**config.mk**
```make
export PLATFORM = sky130hd
export DESIGN_NAME = onehot_decoder_seq
export DESIGN_NICKNAME = d
export VERILOG_FILES = /design/src/rtl/onehot_decoder_seq.sv
export SDC_FILE = /design/constraint.sdc
export NUM_CORES = 1
export LEC_CHECK = 0
export ABC_CLOCK_PERIOD_IN_PS = 3000
export BUFFER_PORTS_ARGS = -buffer_cell sky130_fd_sc_hd__buf_2
export CORE_AREA = 5 5 70 72
export CTS_CLUSTER_SIZE = 14
export DETAILED_ROUTE_END_ITERATION = 10
export DIE_AREA = 0 0 75 77
export PLACE_DENSITY = 0.85
export SLEW_MARGIN = 20
export SYNTH_ARGS = -nofsm -noshare
export SYNTH_HDL_FRONTEND = slang
export SYNTH_SLANG_ARGS = --single-unit
```
**constraint.sdc**
```tcl
create_clock -name clk -period 3 [get_ports clk]
set_clock_uncertainty 0.2 [all_clocks]
set_input_delay 0.45 -clock clk [delete_from_list [all_inputs] [get_ports clk]]
set_output_delay 0.45 -clock clk [all_outputs]
set_load 0.01 [all_outputs]
```
**src/rtl/onehot_decoder_seq.sv**
```systemverilog
// Sequenced 3-to-8 decoder: drains a small FIFO of {code, hold} entries and
// drives the matching one-hot line for the requested number of enabled cycles.
module onehot_decoder_seq #(
   parameter int DEPTH  = 4,
   parameter int HOLD_W = 4
) (
   input  logic                     clk,
   input  logic                     rst,
   input  logic                     in_valid,
   output logic                     in_ready,
   input  logic [2:0]               in_code,
   input  logic [HOLD_W-1:0]        in_hold,
   input  logic                     e,
   output logic [7:0]               y,
   output logic                     y_valid,
   output logic                     busy,
   output logic [$clog2(DEPTH):0]   count
);

   localparam int AW = $clog2(DEPTH);
   localparam int CW = AW + 1;
   localparam int EW = 3 + HOLD_W;

   typedef enum logic {IDLE, DRIVE} state_t;

   state_t            state, state_nxt;
   logic [EW-1:0]     mem [DEPTH];
   logic [AW-1:0]     wptr, rptr;
   logic [HOLD_W-1:0] rem, rem_nxt;
   logic [2:0]        cur, cur_nxt;
   logic [7:0]        y_nxt;
   logic              push, pop, load;
   logic [2:0]        head_code;
   logic [HOLD_W-1:0] head_hold;

   function automatic logic [7:0] decode(input logic [2:0] c);
      decode = 8'd1 << c;
   endfunction

   // Cycles left after the first asserted one; a hold of 0 behaves as 1.
   function automatic logic [HOLD_W-1:0] first_rem(input logic [HOLD_W-1:0] h);
      first_rem = (h == '0) ? '0 : h - HOLD_W'(1);
   endfunction

   assign in_ready               = (count < CW'(DEPTH));
   assign push                   = in_valid && in_ready;
   assign {head_code, head_hold} = mem[rptr];

   always_comb begin
      state_nxt = state;
      rem_nxt   = rem;
      cur_nxt   = cur;
      y_nxt     = '0;
      load      = 1'b0;
      pop       = 1'b0;
      if (state == IDLE) begin
         load = (count != '0) && !e;
      end else if (!e) begin
         if (rem != '0) begin
            rem_nxt = rem - HOLD_W'(1);
            y_nxt   = decode(cur);
         end else if (count != '0) begin
            load = 1'b1;
         end else begin
            state_nxt = IDLE;
         end
      end
      // Popping the head and loading it share one path so strobes chain without gaps.
      if (load) begin
         pop       = 1'b1;
         cur_nxt   = head_code;
         rem_nxt   = first_rem(head_hold);
         y_nxt     = decode(head_code);
         state_nxt = DRIVE;
      end
   end

   always_ff @(posedge clk or posedge rst) begin
      if (rst) begin
         state   <= IDLE;
         rem     <= '0;
         cur     <= '0;
         y       <= '0;
         y_valid <= 1'b0;
         busy    <= 1'b0;
         wptr    <= '0;
         rptr    <= '0;
         count   <= '0;
      end else begin
         state   <= state_nxt;
         rem     <= rem_nxt;
         cur     <= cur_nxt;
         y       <= y_nxt;
         y_valid <= |y_nxt;
         busy    <= (state_nxt == DRIVE);
         if (push) wptr <= wptr + AW'(1);
         if (pop)  rptr <= rptr + AW'(1);
         case ({push, pop})
            2'b10:   count <= count + CW'(1);
            2'b01:   count <= count - CW'(1);
            default: count <= count;
         endcase
      end
   end

   // Storage is not reset; the pointers and count alone define what is valid.
   always_ff @(posedge clk) begin
      if (push) mem[wptr] <= {in_code, in_hold};
   end

endmodule

```
## Word level (Yosys, flattened, before mapping)

Memories as Yosys holds them, arrays and structs flattened.
Cells that the tools add are included.

- Flip-flop bits (word level): 24
- Bits in writable memories: 28
- Bits of input ports: 11
- Output and inout port bits: 14
- Word-level logic and storage cells: 53
- Memories kept: 1

Memory list:

| name | words | width | rd ports | clocked after Yosys merged registers in | wr ports | RTL line | text |
|---|---|---|---|---|---|---|---|
| mem | 4 | 7 | 1 | 0 | 1 | 27 | `logic [EW-1:0] mem [DEPTH];` |

- Add/sub/neg operators: 6
- $lt $le $gt $ge: 1
- Equal/unequal tests: 3
- Shift-type cells: 2
- Multiplexer cells: 21
- Reduce and logical (&&, ||, !) cells: 11

Operators with widths:

| kind | number |
|---|---|
| $mux W8 | 4 |
| $mux W4 | 5 |
| $shl A1 B3 Y8 const A | 2 |
| $mux W1 | 11 |
| $reduce_or A8 Y1 | 1 |
| $sub A4 B1 Y4 const B | 2 |
| $pmux W3 S2 | 1 |
| $reduce_bool A2 Y1 | 3 |
| $add A2 B1 Y2 const B | 2 |
| $logic_not A4 Y1 | 1 |
| $reduce_bool A4 Y1 | 1 |
| $add A3 B1 Y3 const B | 1 |
| $lt A3 B3 Y1 const B | 1 |
| $reduce_and A3 Y1 | 1 |
| $reduce_bool A3 Y1 | 1 |
| $sub A3 B1 Y3 const B | 1 |
| $eq A2 B1 Y1 const B | 1 |
| $eq A2 B2 Y1 const B | 1 |
| $logic_and A1 B1 Y1 | 2 |
| $ne A2 B1 Y1 const B | 1 |
| $logic_not A1 Y1 | 1 |

## Longest topological paths before layout

- Depth in word-level cells: 8
- Depth in mapped cells: 13
- Gate-level depth less buffers: 12

## Worst setup path before layout

OpenSTA, ideal clock, no wires.

- Path type: register -> register
- Start: reg rem[0]
- End: reg count[2]
- Setup time: 0.080 ns
- Data arrival time: 2.359 ns
- Data required time: 2.720 ns
- Slack: 0.361 ns
- Stages on the path, launching flop included: 14
- Path buffers: 1
- Clock period less this slack: 2.639 ns
- Cell sequence: dfrtp_1 -> inv_1 -> ha_1 -> or3b_1 -> nand2_1 -> nand2_1 -> inv_2 -> buf_4 -> ha_1 -> inv_1 -> fa_1 -> xor2_1 -> nor2_1 -> xnor2_1

- Cells in the longest elaborated chain, start to end: 7
- Elaborated cells on any way between the ends: 9
- Those cells by class: eq/ne (2); mux (5); reduce/logical (2)

Ends and longest elaborated chain:

| element | RTL line | text |
|---|---|---|
| start, declared | 29 | `logic [HOLD_W-1:0] rem, rem_nxt;` |
| start signal, assigned | 91 | `rem <= rem_nxt;` |
| $reduce_bool A4 Y1 * | 59 | `if (rem != '0) begin` |
| $mux W1 * | 59 |  |
| $mux W1 * | 58 | `end else if (!e) begin` |
| $mux W1 * | 56 | `if (state == IDLE) begin` |
| via load | 32 | `logic push, pop, load;` |
| $mux W1 * | 69 | `if (load) begin` |
| $eq A2 B1 Y1 or $eq A2 B2 Y1 (tied branches) | 98 | `case ({push, pop})` |
| $pmux W3 S2 or $reduce_bool A2 Y1 (tied branches) | n/a |  |
| end signal, assigned | 99 | `2'b10: count <= count + CW'(1);` |
| end signal, assigned | 100 | `2'b01: count <= count - CW'(1);` |
| end signal, assigned | 101 | `default: count <= count;` |
| end, declared | 17 | `output logic [$clog2(DEPTH):0] count` |

The timed path passes the listed nets; every way through them passes the cells marked *.
A chain may end at the register's enable or synchronous reset.

## Worst setup path after layout

- Start: reg rem[0]
- End: reg count[2]

- Cells in the longest elaborated chain, start to end: 7
- Elaborated cells on any way between the ends: 9
- Those cells by class: eq/ne (2); mux (5); reduce/logical (2)

Ends and longest elaborated chain:

| element | RTL line |
|---|---|
| $reduce_bool A4 Y1 * | 59 |
| $mux W1 * | 59 |
| $mux W1 * | 58 |
| $mux W1 * | 56 |
| $mux W1 * | 69 |
| $eq A2 B1 Y1 or $eq A2 B2 Y1 (tied branches) | 98 |
| $pmux W3 S2 or $reduce_bool A2 Y1 (tied branches) | n/a |

Mark *: on every way between the ends. The rest lies on a longest branch, timed or not.

==> impl_metrics.yaml <==
sta:
  hold_viol_final: 0
  fin_crit_sh_pct: 87.3
  fin_setup_tns_ps: 0
  tightest_slew_ps: 872
  drv_slew: 0
  finalSetupViolCount: 0
  final.min_clock_period_ps: 2620
  rsz0062_at_grt: "no"
  worst_hold_slack_ps: 116
  max_freq_mhz: 382
  worst_slack_ps: 380
  relSlewSlack_pct: 41.8
min_path:
  hp-class: "input pin to asynchronous set/reset pin"
setup_path:
  path_class: "flip-flop to flip-flop"
  r2r-end: "count[2]"
  end_kind: "flip-flop"
  critical-path-top-delay-family: "simple AND/OR/NAND/NOR gates"
  cp.buffers_inverters: 3
  crit_slowest_cell: "dfrtp_1"
  crit-reg2reg-launch: "rem[0]"
  ff2ff_path_depth: 12
  crit_chain: "inv_1 > ha_1 > or3b_1 > nand2_1 > nand2_1 > inv_2 > ha_1 > inv_1 > fa_1 > xor2_1 > nor2_1 > xnor2_1"
  max_stage_delay_ps: 430
  rrSetupSlack_ps: 380
  cp.arrival_ps: 2650
  cp_max_fo: 5
  worst_setup_path_start_kind: "flip-flop"
  crit_required_ps: 3030
run:
  maxCapViolCount: 0
routing:
  via_per_inst: 5.40
  drt-total-wl_um: 3580
  first_pass_iters: 4
  avgRoutedWirePerCell_um: 15.1
  postRouteAntennaNets: 0
  drt_drc_violations_left: 0
  first_iter_violations: 100
  num_vias: 1280
synthesis:
  seq_area_frac_synth_pct: 64.4
  synth_area_leader_cell: "edfxtp_1"
  yosysWarnings: 0
  ys_seq_elements: 52
  synth_top_area_share_pct: 37.6
  synth_edf_count: 28
  netlist_area_um2: 2240
  synth_common_cells: "28 x edfxtp_1, 24 x dfrtp_1, 13 x nand2_1"
  synth_nets: 175
  postSynthCellCount: 157
  synth.most_common_cell: "edfxtp_1"
  synth_cell_types: 38
  netlist_top_cells_area: "edfxtp_1 38%, dfrtp_1 27%, mux4_2 4.0%, mux4_1 3.5%, ha_1 3.4%"
  synth_area_per_cell_um2: 14.3
  ys.flop_type: "edfxtp_1"
  async_reset_ff_share_pct: 46.2
floorplan:
  start_util_pct: 52.9
  io_pins: 25
  fp.dieH_um: 77
  fp.dieArea_um2: 5780
  die_w_um: 75
  rows: 24
  core-area_um2: 4230
clock_tree:
  cts_inserted_buffers: 5
  hold_buffers: 0
  cts_tree: "built"
  ctsRootBufferMaster: "clkbuf_8"
  cts_resized: 0
  cts_buffer_depth: 2
  insertion_delay_ps: 300
  cts_setup_buffers: 0
  htreeDepth: 2
  path_clk_slew_ps: 90
  clock_sinks: 52
placed_design:
  hpwlAfterDp_um: 2620
  dp_cells: 229
  pre_cts_slack_ps: 423
  portBuffers: 24
  gp_congestion: 0.884
layout:
  fillCellCount: 339
  final_nets: 202
  layout-drive-gt1-share_pct: 23.2
  area_delta_synth_final_pct: 12.2
  register_area_um2: 1440
  diodes: 0
  fin_cells: 237
  multi_input_area_um2: 726
global_routing:
  track_usage_pct: 13.7
  grt_pass1_wl_um: 5960
  gr-total-overflow: 0
  grt_pass1_vias: 1210
  grt_max_degree: 25
  antenna_found_initial: 0
power_and_ir_drop:
  max-vdd-ir-drop_mv: 0.447
  switching_share_pct: 33.3
  power_density_nw_per_um2: 930
  p_leak_nw: 1.03
  power.switching_w: 0.000778
  p_seq_share_pct: 46.6
  power.clock.fraction_pct: 19.9
  comb_power_share_pct: 33.4
  internal-power_w: 0.00156
outcome:
  status: "completed"
==> metrics by stage <==
step / util [%] / instance area [µm²] / power, W
after floorplan: - / 2240 / 0.00170
after global placement: 56.7 / 2400 / 0.00186
after detailed placement: 56.7 / 2400 / 0.00189
after CTS: 59.3 / 2510 / 0.00236
after global routing: 59.3 / 2510 / 0.00251
final: 59.3 / 2510 / 0.00234
==> area by class of cell <==
type / count / share of cell area, %
Clock inverter: 3 / 1.69
Inverter: 11 / 1.64
Multi-Input combinational cell: 89 / 28.9
Timing Repair Buffer: 25 / 5.08
Clock buffer: 5 / 2.74
Sequential cell: 52 / 57.4
Tap cell: 52 / 2.59
==> layer usage <==
layer  vias up  GRT usage [%]  routed length [µm]
met4         0           3.74                  39
met1       624           18.7                1610
li1        619              -                   -
met3         5           3.92                 212
met5         -              0                   0
met2        32           21.3                1710
==> power groups by stage <==
stage / logic (W) / registers [W] / clock network (W)
detailed placement: 0.000785 / 0.00111 / 0
global placement: 0.000767 / 0.00109 / 0
global route: 0.000879 / 0.00112 / 0.000508
floorplan: 0.000638 / 0.00106 / 0
CTS: 0.000790 / 0.00109 / 0.000477
finish: 0.000781 / 0.00109 / 0.000466
==> cells by family (layout without fill, tap and decap cells) <==
family          Yosys count  after routing  share of synthesized area (%)
xor+xnor                  6              6                           2.35
flops                    52             52                           64.4
fa+ha+maj                 7              7                           4.25
mux                      10             10                           9.00
buf+inv                  16             44                           3.19
simple gates             45             45                           10.5
compound gates           21             21                           6.32
==> how the worst max path moves through the flow <==
stage | startpoint | to | slack (ps) | cells after the start
after floorplan | rem[0] | count[2] | 360 | 13
after global placement | rem[0] | count[2] | 490 | 12
after detailed placement | rem[0] | count[2] | 420 | 12
after CTS | rem[0] | count[2] | 400 | 12
after global routing | rem[0] | count[2] | 230 | 12
final | rem[0] | count[2] | 380 | 12
==> registers in the layout (all words and copies together) (netlist names) <==
name,count
mem,28
y,8
rem,4
count,3
cur,3
rptr,2
wptr,2
state,1
y_valid,1
==> placed cells by master (no fill, tap or decap), drive strengths merged <==
master | synthesis | final
nor2b | 1 | 1
dfrtp | 24 | 24
nor2 | 7 | 7
a211o | 1 | 1
xor2 | 2 | 2
o21ai | 3 | 3
mux2i | 1 | 1
a31oi | 1 | 1
nor3 | 4 | 4
or3b | 1 | 1
or2 | 3 | 3
o32ai | 3 | 3
or3 | 1 | 1
xnor2 | 4 | 4
mux2 | 2 | 2
ha | 6 | 6
nand2 | 13 | 13
edfxtp | 28 | 28
or2b | 1 | 1
nand3 | 3 | 3
clkinvlp | 0 | 2
o211ai | 2 | 2
inv | 11 | 11
a21oi | 3 | 3
nand3b | 1 | 1
buf | 2 | 25
mux4 | 7 | 7
o21a | 1 | 1
o22ai | 7 | 7
and2 | 5 | 5
nand2b | 5 | 5
fa | 1 | 1
bufinv | 0 | 1
clkbuf | 3 | 5
Note: power is estimated with default switching activity, not from simulation.
